### config.mk
export PLATFORM = sky130hd
export DESIGN_NAME = joy_db15_np
export DESIGN_NICKNAME = d
export VERILOG_FILES = /design/src/rtl/joy_db15_np.sv
export SDC_FILE = /design/constraint.sdc
export NUM_CORES = 1
export LEC_CHECK = 0
export ABC_AREA = 1
export BUFFER_PORTS_ARGS = -buffer_cell sky130_fd_sc_hd__buf_2
export CORE_ASPECT_RATIO = 0.8
export CORE_MARGIN = 5
export CORE_UTILIZATION = 55
export DETAILED_ROUTE_END_ITERATION = 12
export HOLD_SLACK_MARGIN = 0.15
export PLACE_DENSITY = 0.8
export SETUP_SLACK_MARGIN = 0.05
export SYNTH_ARGS = -nofsm -noshare
export SYNTH_HDL_FRONTEND = slang
export SYNTH_SLANG_ARGS = --single-unit
### constraint.sdc
create_clock -name clk -period 2.1 [get_ports clk]
set_input_delay 0.42 -clock clk [delete_from_list [all_inputs] [get_ports clk]]
set_output_delay 0.42 -clock clk [all_outputs]
set_load 0.01 [all_outputs]
### src/rtl/joy_db15_np.sv
// DB15 splitter serial reader: generates JOY_CLK/JOY_LOAD, shifts in
// N players of button bits, debounces whole frames and presents active-high words.
module joy_db15_np #(
    parameter int NUM_PLAYERS     = 2,
    parameter int BITS_PER_PLAYER = 12,
    parameter int HALF_PERIOD     = 256,
    parameter int DEBOUNCE        = 1
) (
    input  logic                      clk,
    input  logic                      reset,
    output logic                      JOY_CLK,
    output logic                      JOY_LOAD,
    input  logic                      JOY_DATA,
    output logic [16*NUM_PLAYERS-1:0] joy_out,
    output logic                      frame_stb,
    output logic                      change_stb,
    output logic                      valid
);

    localparam int N  = NUM_PLAYERS * BITS_PER_PLAYER;
    localparam int OW = 16 * NUM_PLAYERS;
    localparam int RW = $clog2(N + 2);
    localparam int DW = (HALF_PERIOD > 1) ? $clog2(HALF_PERIOD) : 1;

    localparam logic [DW-1:0] DIV_LAST = DW'(HALF_PERIOD - 1);
    localparam logic [RW-1:0] R_LAST   = RW'(N + 1);
    localparam logic [3:0]    DEB      = 4'(DEBOUNCE);

    logic [DW-1:0] div_q;
    logic          jclk_q;
    logic          jload_q;
    logic [1:0]    sync_q;
    logic [RW-1:0] r_q;
    logic          commit_q;
    logic [N-1:0]  shift_q;
    logic [N-1:0]  shift_d;
    logic [N-1:0]  cand_q;
    logic [N-1:0]  cand_d;
    logic [3:0]    cnt_q;
    logic [3:0]    cnt_d;
    logic [OW-1:0] joy_q;
    logic [OW-1:0] joy_d;
    logic          fstb_q;
    logic          cstb_q;
    logic          valid_q;

    logic tick;
    logic rise;
    logic same;
    logic stable;

    assign tick = (div_q == DIV_LAST);
    assign rise = tick & ~jclk_q;

    always_comb begin
        shift_d = shift_q;
        if (rise) begin
            for (int k = 0; k < N; k++) begin
                if (r_q == RW'(k + 2)) shift_d[k] = ~sync_q[1];
            end
        end
    end

    // A frame counts toward stability only if it matches the current candidate.
    always_comb begin
        same   = (shift_q == cand_q);
        cand_d = same ? cand_q : shift_q;
        if (!same)
            cnt_d = 4'd1;
        else if (cnt_q >= DEB)
            cnt_d = cnt_q;
        else
            cnt_d = cnt_q + 4'd1;
        stable = (cnt_d >= DEB);
        joy_d  = '0;
        for (int p = 0; p < NUM_PLAYERS; p++) begin
            for (int k = 0; k < BITS_PER_PLAYER; k++) begin
                joy_d[16*p+k] = cand_d[p*BITS_PER_PLAYER+k];
            end
        end
    end

    always_ff @(posedge clk) begin
        if (reset) begin
            div_q    <= '0;
            jclk_q   <= 1'b0;
            jload_q  <= 1'b1;
            sync_q   <= 2'b11;
            r_q      <= '0;
            commit_q <= 1'b0;
            shift_q  <= '0;
            cand_q   <= '0;
            cnt_q    <= '0;
            joy_q    <= '0;
            fstb_q   <= 1'b0;
            cstb_q   <= 1'b0;
            valid_q  <= 1'b0;
        end else begin
            sync_q   <= {sync_q[0], JOY_DATA};
            div_q    <= tick ? '0 : div_q + 1'b1;
            fstb_q   <= 1'b0;
            cstb_q   <= 1'b0;
            commit_q <= 1'b0;
            shift_q  <= shift_d;
            if (tick) jclk_q <= ~jclk_q;
            if (rise) begin
                if (r_q == '0)         jload_q <= 1'b0;
                if (r_q == RW'(1))     jload_q <= 1'b1;
                r_q      <= (r_q == R_LAST) ? '0 : r_q + 1'b1;
                commit_q <= (r_q == R_LAST);
            end
            if (commit_q) begin
                cand_q <= cand_d;
                cnt_q  <= cnt_d;
                fstb_q <= 1'b1;
                if (stable) begin
                    valid_q <= 1'b1;
                    if (joy_d != joy_q) begin
                        joy_q  <= joy_d;
                        cstb_q <= 1'b1;
                    end
                end
            end
        end
    end

    assign JOY_CLK    = jclk_q;
    assign JOY_LOAD   = jload_q;
    assign joy_out    = joy_q;
    assign frame_stb  = fstb_q;
    assign change_stb = cstb_q;
    assign valid      = valid_q;

endmodule

==> results of run 1 <==
power breakdown:
group | total (uW) | internal (uW) | leakage [uW] | switching (uW)
sequential | 1850 | 1840 | 0.000783 | 7.04
combinational | 71.6 | 20.4 | 0.00147 | 51.2
clock | 1040 | 443 | 0.0000782 | 593
total | 2960 | 2310 | 0.00233 | 651
flip-flops by register name, indices dropped and copies added, names as in the netlist:
name,count
JOY_CLK,1
JOY_LOAD,1
cand_q,24
change_stb,1
cnt_q,4
commit_q,1
div_q,8
frame_stb,1
joy_out,24
r_q,5
shift_q,24
sync_q,2
valid,1
per-layer routing:
metal	wire length, um	GRT usage, %	vias up
met5	0	0	-
met4	260	8.41	0
met3	799	5.23	21
met2	4990	33.6	148
met1	5070	29.3	1990
li1	-	-	2183
worst max-delay path by stage:
stage	startpoint	end	slack, ns	cells past startpoint
after CTS	div_q[0]$_SDFF_PP0_	shift_q[12]$_SDFFE_PP0P_	0.08	12
after detailed placement	div_q[0]$_SDFF_PP0_	shift_q[12]$_SDFFE_PP0P_	-0.01	12
final	div_q[0]$_SDFF_PP0_	r_q[3]$_SDFFE_PP0P_	0.18	12
after floorplan	cnt_q[1]$_SDFFE_PP0P_	valid$_SDFFE_PP0N_	0.40	11
after global placement	div_q[0]$_SDFF_PP0_	shift_q[12]$_SDFFE_PP0P_	0.11	12
after global routing	cnt_q[0]$_SDFFE_PP0P_	joy_out[2]$_SDFFE_PP0P_	0.03	15
metrics by stage:
step / util, % / power (uW) / setup slack (ns) / instances
after detailed placement: 59.2 / 1960 / -0.0109 / 809
after global routing: 62.2 / 3080 / 0.0282 / 828
after floorplan: - / 1950 / 0.403 / 686
after global placement: 59.2 / 1960 / 0.113 / 809
after CTS: 61.1 / 2980 / 0.0780 / 824
final: 62.2 / 2960 / 0.177 / 828
critical path, cell delays in order (launching register included):
cell and delay (ns):
dfxtp_4 0.38, ha_4 0.13, nand2_1 0.06, inv_2 0.09, nand3_4 0.09, nor3_4 0.20
nand2_2 0.11, nor2_4 0.18, buf_6 0.14, buf_4 0.13, nand4_1 0.09, xor2_1 0.16
nor2_1 0.05
layout by cell type (no fill, tap or decap), drive strengths merged:
cell type / count
nor3: 35
xor2: 4
clkinv: 3
dfxtp: 97
a211oi: 1
nand4: 11
a21oi: 62
conb: 8
nor2: 92
ha: 9
nand2: 143
inv: 95
clkbuf: 12
buf: 51
nand3: 24
xnor2: 24
or2: 3
nor4: 2
o21ai: 40
what timing repair did:
item                       CTS  global route
buffers inserted             2             4
gates resized for setup      0            17
setup endpoints to repair    2            39
hold endpoints to repair     0             0
pin swaps                    1             4
area by class of cell:
type	instances	area, um^2	area share [%]
clock buffers	12	145	2.77
well taps	112	140	2.68
clock inverters	1	5.00	0.0956
repair buffers	51	350	6.69
multi-input cells	458	2280	43.6
flip-flops and latches	97	1950	37.2
inverters	97	365	6.98
kinds of logic (layout without fill, tap and decap cells):
kind of cell | Yosys count | count (layout) | share of synthesized area, %
adders and majority gates | 9 | 9 | 2.40
other | 1 | 8 | 0.0798
DFF | 97 | 97 | 41.3
and+or+nand+nor | 310 | 310 | 28.2
xor gates and xnor gates | 28 | 28 | 5.22
buffers and inverters | 131 | 161 | 11.8
AOI/OAI and AO/OA | 103 | 103 | 11.0
==> results.yml, run 1 <==
setup_path:
  rr_worst_depth: 12
  timing.reg2reg.setup_slack_ns: 0.18
  path_class: "flop to flop"
  worstSetupEndpointType: "flop"
  crit_required_ns: 2.35
  regToRegEndpoint: "r_q[3]$_SDFFE_PP0P_"
  critPathLaunchType: "flop"
  critPathArrivalTime_ns: 2.17
  crit_fanout: 6
  rr_startpoint: "div_q[0]$_SDFF_PP0_"
floorplan:
  ios: 40
  dieHeight_um: 92.7
  initial_core_util_pct: 55.9
  die_area_mm2: 0.0105
  coreArea_mm2: 0.00841
  row_count: 30
  die_x_um: 113
placed_design:
  gp_congestion: 0.920
  placed_area_mm2: 0.00498
  io_buffers: 31
  hpwl_um: 7970
clock_network:
  worstSkewPairLatency_ns: 0.37
  clock_path_buffers: 2
  cts_tree: "built"
  root_buffer: "clkbuf_8"
  htreeDepth: 3
  numCtsBuffers: 9
  clk_pin_slew_ns: 0.08
  clock_sinks: 97
  cts_hold_buffers: 0
power_and_ir_drop:
  p_per_area_mw_per_mm2: 565
  vdd.ir_drop.worst_v: 0.000433
  p_leak_uw: 0.00233
grt:
  track_usage_pct: 21.7
  grt_pass1_wl_um: 18400
  antenna_found_initial: 0
  gr-total-overflow: 0
  grt_pass1_vias: 3915
  grt_max_degree: 64
drt:
  vias: 4342
  drcViolationCount: 0
  drt_pass1_iterations: 5
  routed_wl_um: 11100
  antenna_left: 0
  first_iter_violations: 317
  vias_per_cell: 5.24
  avgRoutedWirePerCell_um: 13.4
logic_synthesis:
  synth_common_cells: "nand2_1 (138), dfxtp_1 (97), inv_1 (90), nor2_1 (90), a21oi_1 (62)"
  ys_seq_elements: 97
  ys_seq_area_share_pct: 41.3
  synthTopCellsByArea: "dfxtp_1 (41%), nand2_1 (11%), inv_1 (7.2%)"
  yosys_most_used_dff: "dfxtp_1"
  yosys.cell_types.count: 30
  synth_area_mm2: 0.00470
  synth_cells: 679
  avgSynthCellArea_um2: 6.92
  synth.most_common_cell: "nand2_1"
  synth_top_area_share_pct: 41.3
  ys_async_sr_fraction_pct: 0
  yosys_warnings: 0
  yosys.area.top_type: "dfxtp_1"
  synth_edf_count: 0
timing:
  fin_crit_sh_pct: 91.6
  fmax_ghz: 0.520
  maxSlewViolCount: 0
  fin_crit_ns: 1.92
  fin_tns_setup_ns: 0
  worst_slew_margin_rel_pct: 58.6
  rsz0062_at_grt: "false"
  skew_ns: 0.00789
  finalHoldWorstSlack_ns: 0.232
  finalHoldViolCount: 0
  setup-violations-final: 0
  max_slew.worst_pin.slew_ns: 0.621
layout:
  layout-drive-gt1-share_pct: 12.6
  fill_cells: 768
  nNetsFinal: 726
  area_growth_pct: 11.4
  n_antenna_cell: 0
  fin_area_mm2: 0.00523
min_path:
  holdPathEnd: "sync_q[0]$_SDFF_PP1_"
  hp-class: "input pin to flop"
  holdPathStages: 2
  min_from: "JOY_DATA"
outcome:
  status: "complete, no violations"
job:
  maxCapViolCount: 0
Note: power is estimated with default switching activity, not from simulation.
==> run 2, diff against run 1 <==
Settings changed: ABC_AREA 1 to unset, CTS_CLUSTER_DIAMETER set to 100, PLACE_DENSITY 0.8 to 0.72.
==> results.yml, run 2 <==
layout:
  area_growth_pct: 11.0
  layout_commonest_cell: "dfxtp_1"
  layout-drive-gt1-share_pct: 17.7
  nNetsFinal: 520
  n_antenna_cell: 0
  layout_common_cells: "dfxtp_1 (92), mux2i_1 (50), nand2b_1 (48)"
placed_design:
  gp_congestion: 0.801
  hpwl_um: 6930
  dp_slack_ns: 0.0520
  io_buffers: 31
logic_synthesis:
  yosys.cell_types.count: 40
  synth_top_area_share_pct: 42.2
  yosys_most_used_dff: "dfxtp_1"
  ys_async_sr_fraction_pct: 0
  synth_area_mm2: 0.00460
  synth_common_cells: "dfxtp_1 (97), mux2i_1 (50), nand2b_1 (48), nor2_1 (47), xnor2_1 (46)"
  synthTopCellsByArea: "dfxtp_1 (42%), mux2i_1 (11%), xnor2_1 (8.8%)"
  ys_seq_area_share_pct: 42.2
  ys_seq_elements: 97
  synth_edf_count: 0
  synth_cells: 474
  yosys.area.top_type: "dfxtp_1"
  avgSynthCellArea_um2: 9.70
  yosys_warnings: 0
  synth.most_common_cell: "dfxtp_1"
timing:
  finalHoldViolCount: 0
  fin_crit_ns: 1.96
  fin_crit_sh_pct: 93.5
  rsz0062_at_grt: "false"
  setup-violations-final: 0
  fmax_ghz: 0.509
  fin_tns_setup_ns: 0
  worst_slew_margin_rel_pct: 48.5
  layout_setup_ws_ns: 0.137
  maxSlewViolCount: 0
  skew_ns: 0.00755
  max_slew.worst_pin.slew_ns: 0.772
drt:
  vias_per_cell: 5.39
  avgRoutedWirePerCell_um: 15.6
  drcViolationCount: 0
  routed_wl_um: 9710
  first_iter_violations: 237
  antenna_left: 0
  drt_pass1_iterations: 4
  vias: 3347
clock_network:
  htreeDepth: 3
  numCtsBuffers: 9
  cts_tree: "built"
  worstSkewPairLatency_ns: 0.36
  clk_pin_slew_ns: 0.09
  cts_hold_buffers: 0
  clock_path_buffers: 2
  root_buffer: "clkbuf_8"
  clock_sinks: 97
power_and_ir_drop:
  p_leak_uw: 0.00207
  vdd.ir_drop.worst_v: 0.000452
  p_int_uw: 2310
  p_sw_uw: 716
  seqPwrFrac_pct: 61.2
  p_per_area_mw_per_mm2: 593
  power.share.clock_pct: 36.5
  combPwrFrac_pct: 2.3
  swShare_pct: 23.7
grt:
  gr-total-overflow: 0
  grt_pass1_vias: 3118
  grt_max_degree: 69
  grt_pass1_wl_um: 15700
  track_usage_pct: 18.7
  antenna_found_initial: 0
setup_path:
  critPathArrivalTime_ns: 2.22
  crit_fanout: 12
  crit_required_ns: 2.35
  worstSetupEndpointType: "flop"
  rr_worst_depth: 8
  path_class: "flop to flop"
  critPathLaunchType: "flop"
floorplan:
  ios: 40
  die_area_mm2: 0.0103
  coreArea_mm2: 0.00806
  initial_core_util_pct: 57.1
  row_count: 29
  die_x_um: 112
  dieHeight_um: 91.8
min_path:
  hp-class: "input pin to flop"
  holdPathStages: 2
job:
  maxCapViolCount: 0
outcome:
  status: "complete, no violations"
## run 2: power by group through the flow
stage	clock, uW	combinational [uW]	sequential, uW
3_3_place_gp	0	69.0	1900
6_report	1100	70.1	1850
2_1_floorplan	0	70.0	1890
4_1_cts	1140	69.7	1850
5_1_grt	1210	76.4	1860
3_5_place_dp	0	69.7	1900
## run 2: metrics by stage
step	std cells	hold slack (ns)	cell area (um^2)	power, uW	utilization [%]
finish	621	0.237	5110	3030	63.4
global placement	602	0.391	4860	1970	60.4
floorplan	481	0.389	4620	1960	-
detailed placement	602	0.400	4860	1970	60.4
CTS	618	0.220	5040	3060	62.6
global route	621	0.217	5110	3140	63.4
## run 2: logic make-up (layout without fill, tap and decap cells)
group	count (synthesis)	after routing	synth area share, %
adders and majority gates	9	9	2.45
other	1	8	0.0816
muxes	50	50	10.9
DFF	97	97	42.2
buffers and inverters	48	80	6.15
AOI/OAI and AO/OA	49	49	7.27
xor gates and xnor gates	59	59	11.2
and+or+nand+nor	161	161	19.7
## run 2: area by class of cell
cell class                 instances  area, um^2
clock inverter                     7        53.8
tap                              108         135
inverter                           8        30.0
multi-input combinational        336        2410
timing repair buffer              56         402
fill                             701        2950
clock buffer                       9         124
sequential                        97        1950
## run 2: what timing repair did
item | in CTS | in global routing
gates resized for setup | 1 | 12
setup buffers | 0 | 2
gates cloned | 0 | 1
endpoints found under the hold margin | 0 | 0
endpoints found under the setup margin | 14 | 48
pin swaps | 0 | 2
## run 2: worst max-delay path, stage by stage (launching register included)
cell and delay, ns:
dfxtp_1 0.40, inv_1 0.09, ha_1 0.20, nor2b_2 0.18, nor4b_2 0.23, o21ai_1 0.12
o211a_1 0.29, clkbuf_16 0.21, nor2b_1 0.13
## run 2: worst paths after layout
check | from | end | slack, ns
max | cnt_q[1]$_SDFFE_PP0P_ | change_stb$_SDFF_PP0_ | 0.14
min | JOY_DATA | sync_q[0]$_SDFF_PP1_ | 0.24
max reg2reg | cnt_q[1]$_SDFFE_PP0P_ | change_stb$_SDFF_PP0_ | 0.14
min reg2reg | sync_q[0]$_SDFF_PP1_ | sync_q[1]$_SDFF_PP1_ | 0.42
## run 2: per-layer routing
layer  vias to the layer above  share of wire [%]  track usage (%)
li1                       1679                  -                -
met1                      1578                 48             27.0
met2                        82                 45             28.1
met3                         8                6.8             4.47
met4                         0               0.94             5.01
met5                         -                  0                0
==> run 3, diff against run 2 <==
Settings changed: CORE_ASPECT_RATIO 0.8 to 1.4.
==> results.yml, run 3 (synthesized netlist as in run 2, its figures left out) <==
grt:
  antenna_found_initial: 0
  grt_pass1_vias: 3300
  grt_max_degree: 47
  grt_pass1_wl_um: 16100
  gr-total-overflow: 0
  track_usage_pct: 19.7
placed_design:
  dp_slack_ns: 0.0172
  placed_area_mm2: 0.00489
  hpwl_um: 7220
  gp_congestion: 0.778
  io_buffers: 31
layout:
  nNetsFinal: 521
  post-route-util_pct: 63.8
  layout-drive-gt1-share_pct: 17.7
  layout_common_cells: "dfxtp_1 (93), mux2i_1 (50), nand2b_1 (48)"
  n_antenna_cell: 0
  layout_commonest_cell: "dfxtp_1"
  area_growth_pct: 13.1
  fin_area_mm2: 0.00520
floorplan:
  row_count: 39
  die_x_um: 87.3
  die_area_mm2: 0.0103
  coreArea_mm2: 0.00815
  initial_core_util_pct: 56.4
  ios: 40
  dieHeight_um: 118
setup_path:
  startpoint: "shift_q[2]$_SDFFE_PP0P_"
  cp-endpoint: "cand_q[0]$_SDFFE_PP0P_"
  crit_fanout: 16
  rr_worst_depth: 7
  critPathArrivalTime_ns: 2.15
  path_class: "flop to flop"
  timing.reg2reg.setup_slack_ns: 0.18
  crit_required_ns: 2.33
  critPathLaunchType: "flop"
  worstSetupEndpointType: "flop"
  regToRegEndpoint: "cand_q[0]$_SDFFE_PP0P_"
  rr_startpoint: "shift_q[2]$_SDFFE_PP0P_"
timing:
  rsz0062_at_grt: "false"
  skew_ns: 0.00522
  fin_crit_sh_pct: 91.4
  finalHoldViolCount: 0
  worst_slew_margin_rel_pct: 61.4
  layout_setup_ws_ns: 0.180
  maxSlewViolCount: 0
  max_slew.worst_pin.slew_ns: 0.579
  fin_tns_setup_ns: 0
  setup-violations-final: 0
  fin_crit_ns: 1.92
  fmax_ghz: 0.521
power_and_ir_drop:
  p_leak_uw: 0.00213
  power_uw: 3380
  p_per_area_mw_per_mm2: 650
  vdd.ir_drop.worst_v: 0.000520
drt:
  wl_met2_um: 5270
  routed_wl_um: 9660
  antenna_left: 0
  drcViolationCount: 0
  drt_pass1_iterations: 5
  vias: 3347
  drt-met1-wl_um: 3880
  vias_per_cell: 5.43
  top_layer: "met4"
  avgRoutedWirePerCell_um: 15.7
  first_iter_violations: 161
  met3_length_um: 344
clock_network:
  cts_hold_buffers: 0
  root_buffer: "clkbuf_16"
  worstSkewPairLatency_ns: 0.34
  htreeDepth: 3
  clock_path_buffers: 2
  clock_sinks: 97
  cts_tree: "built"
  clk_pin_slew_ns: 0.06
  numCtsBuffers: 9
min_path:
  min_from: "JOY_DATA"
  hp-class: "input pin to flop"
outcome:
  status: "complete, no violations"
job:
  maxCapViolCount: 0
-- run 3: critical path, cell delays in order (launching register included) --
cell and delay [ns]:
dfxtp_1 0.51, xnor2_1 0.17, nand4_1 0.13, nor4_2 0.27, a21bo_2 0.25, buf_12 0.18
mux2i_1 0.23, nor2_1 0.06
-- run 3: area by class of cell --
| cell class | instances | area, um^2 |
|---|---|---|
| clock buffer | 12 | 236 |
| clock inverter | 4 | 20.0 |
| fill | 681 | 2950 |
| inverter | 8 | 30.0 |
| multi-input combinational | 336 | 2420 |
| sequential | 97 | 1950 |
| tap | 102 | 128 |
| timing repair buffer | 57 | 417 |
-- run 3: power breakdown --
part,internal [uW],switching [uW]
sequential,1850,8.30
clock,795,650
combinational,31.0,45.8
total,2670,704
-- run 3: timing repair --
action	4_1_cts	5_1_grt
resized for setup	1	14
buffers inserted	0	3
endpoints found under the setup margin	20	55
pin swaps	0	5
hold endpoints to repair	0	0
-- run 3: worst min-delay path by stage --
stage,endpoint,slack [ns],depth (start not counted)
after global routing,sync_q[0]$_SDFF_PP1_,0.26,2
final,sync_q[0]$_SDFF_PP1_,0.26,2
after detailed placement,sync_q[1]$_SDFF_PP1_,0.40,1
after global placement,sync_q[1]$_SDFF_PP1_,0.39,1
after floorplan,sync_q[1]$_SDFF_PP1_,0.39,1
after CTS,sync_q[0]$_SDFF_PP1_,0.26,2
-- run 3: through the flow --
stage / instances / hold slack, ns
after CTS: 613 / 0.256
after global placement: 597 / 0.393
after floorplan: 481 / 0.389
final: 616 / 0.260
after detailed placement: 597 / 0.403
after global routing: 616 / 0.261
-- run 3: layer usage --
metal  up-vias  global-route usage (%)
met5         -                       0
met2        48                    34.9
met1      1609                    22.8
li1       1674                       -
met4         0                    7.10
met3        16                    4.11
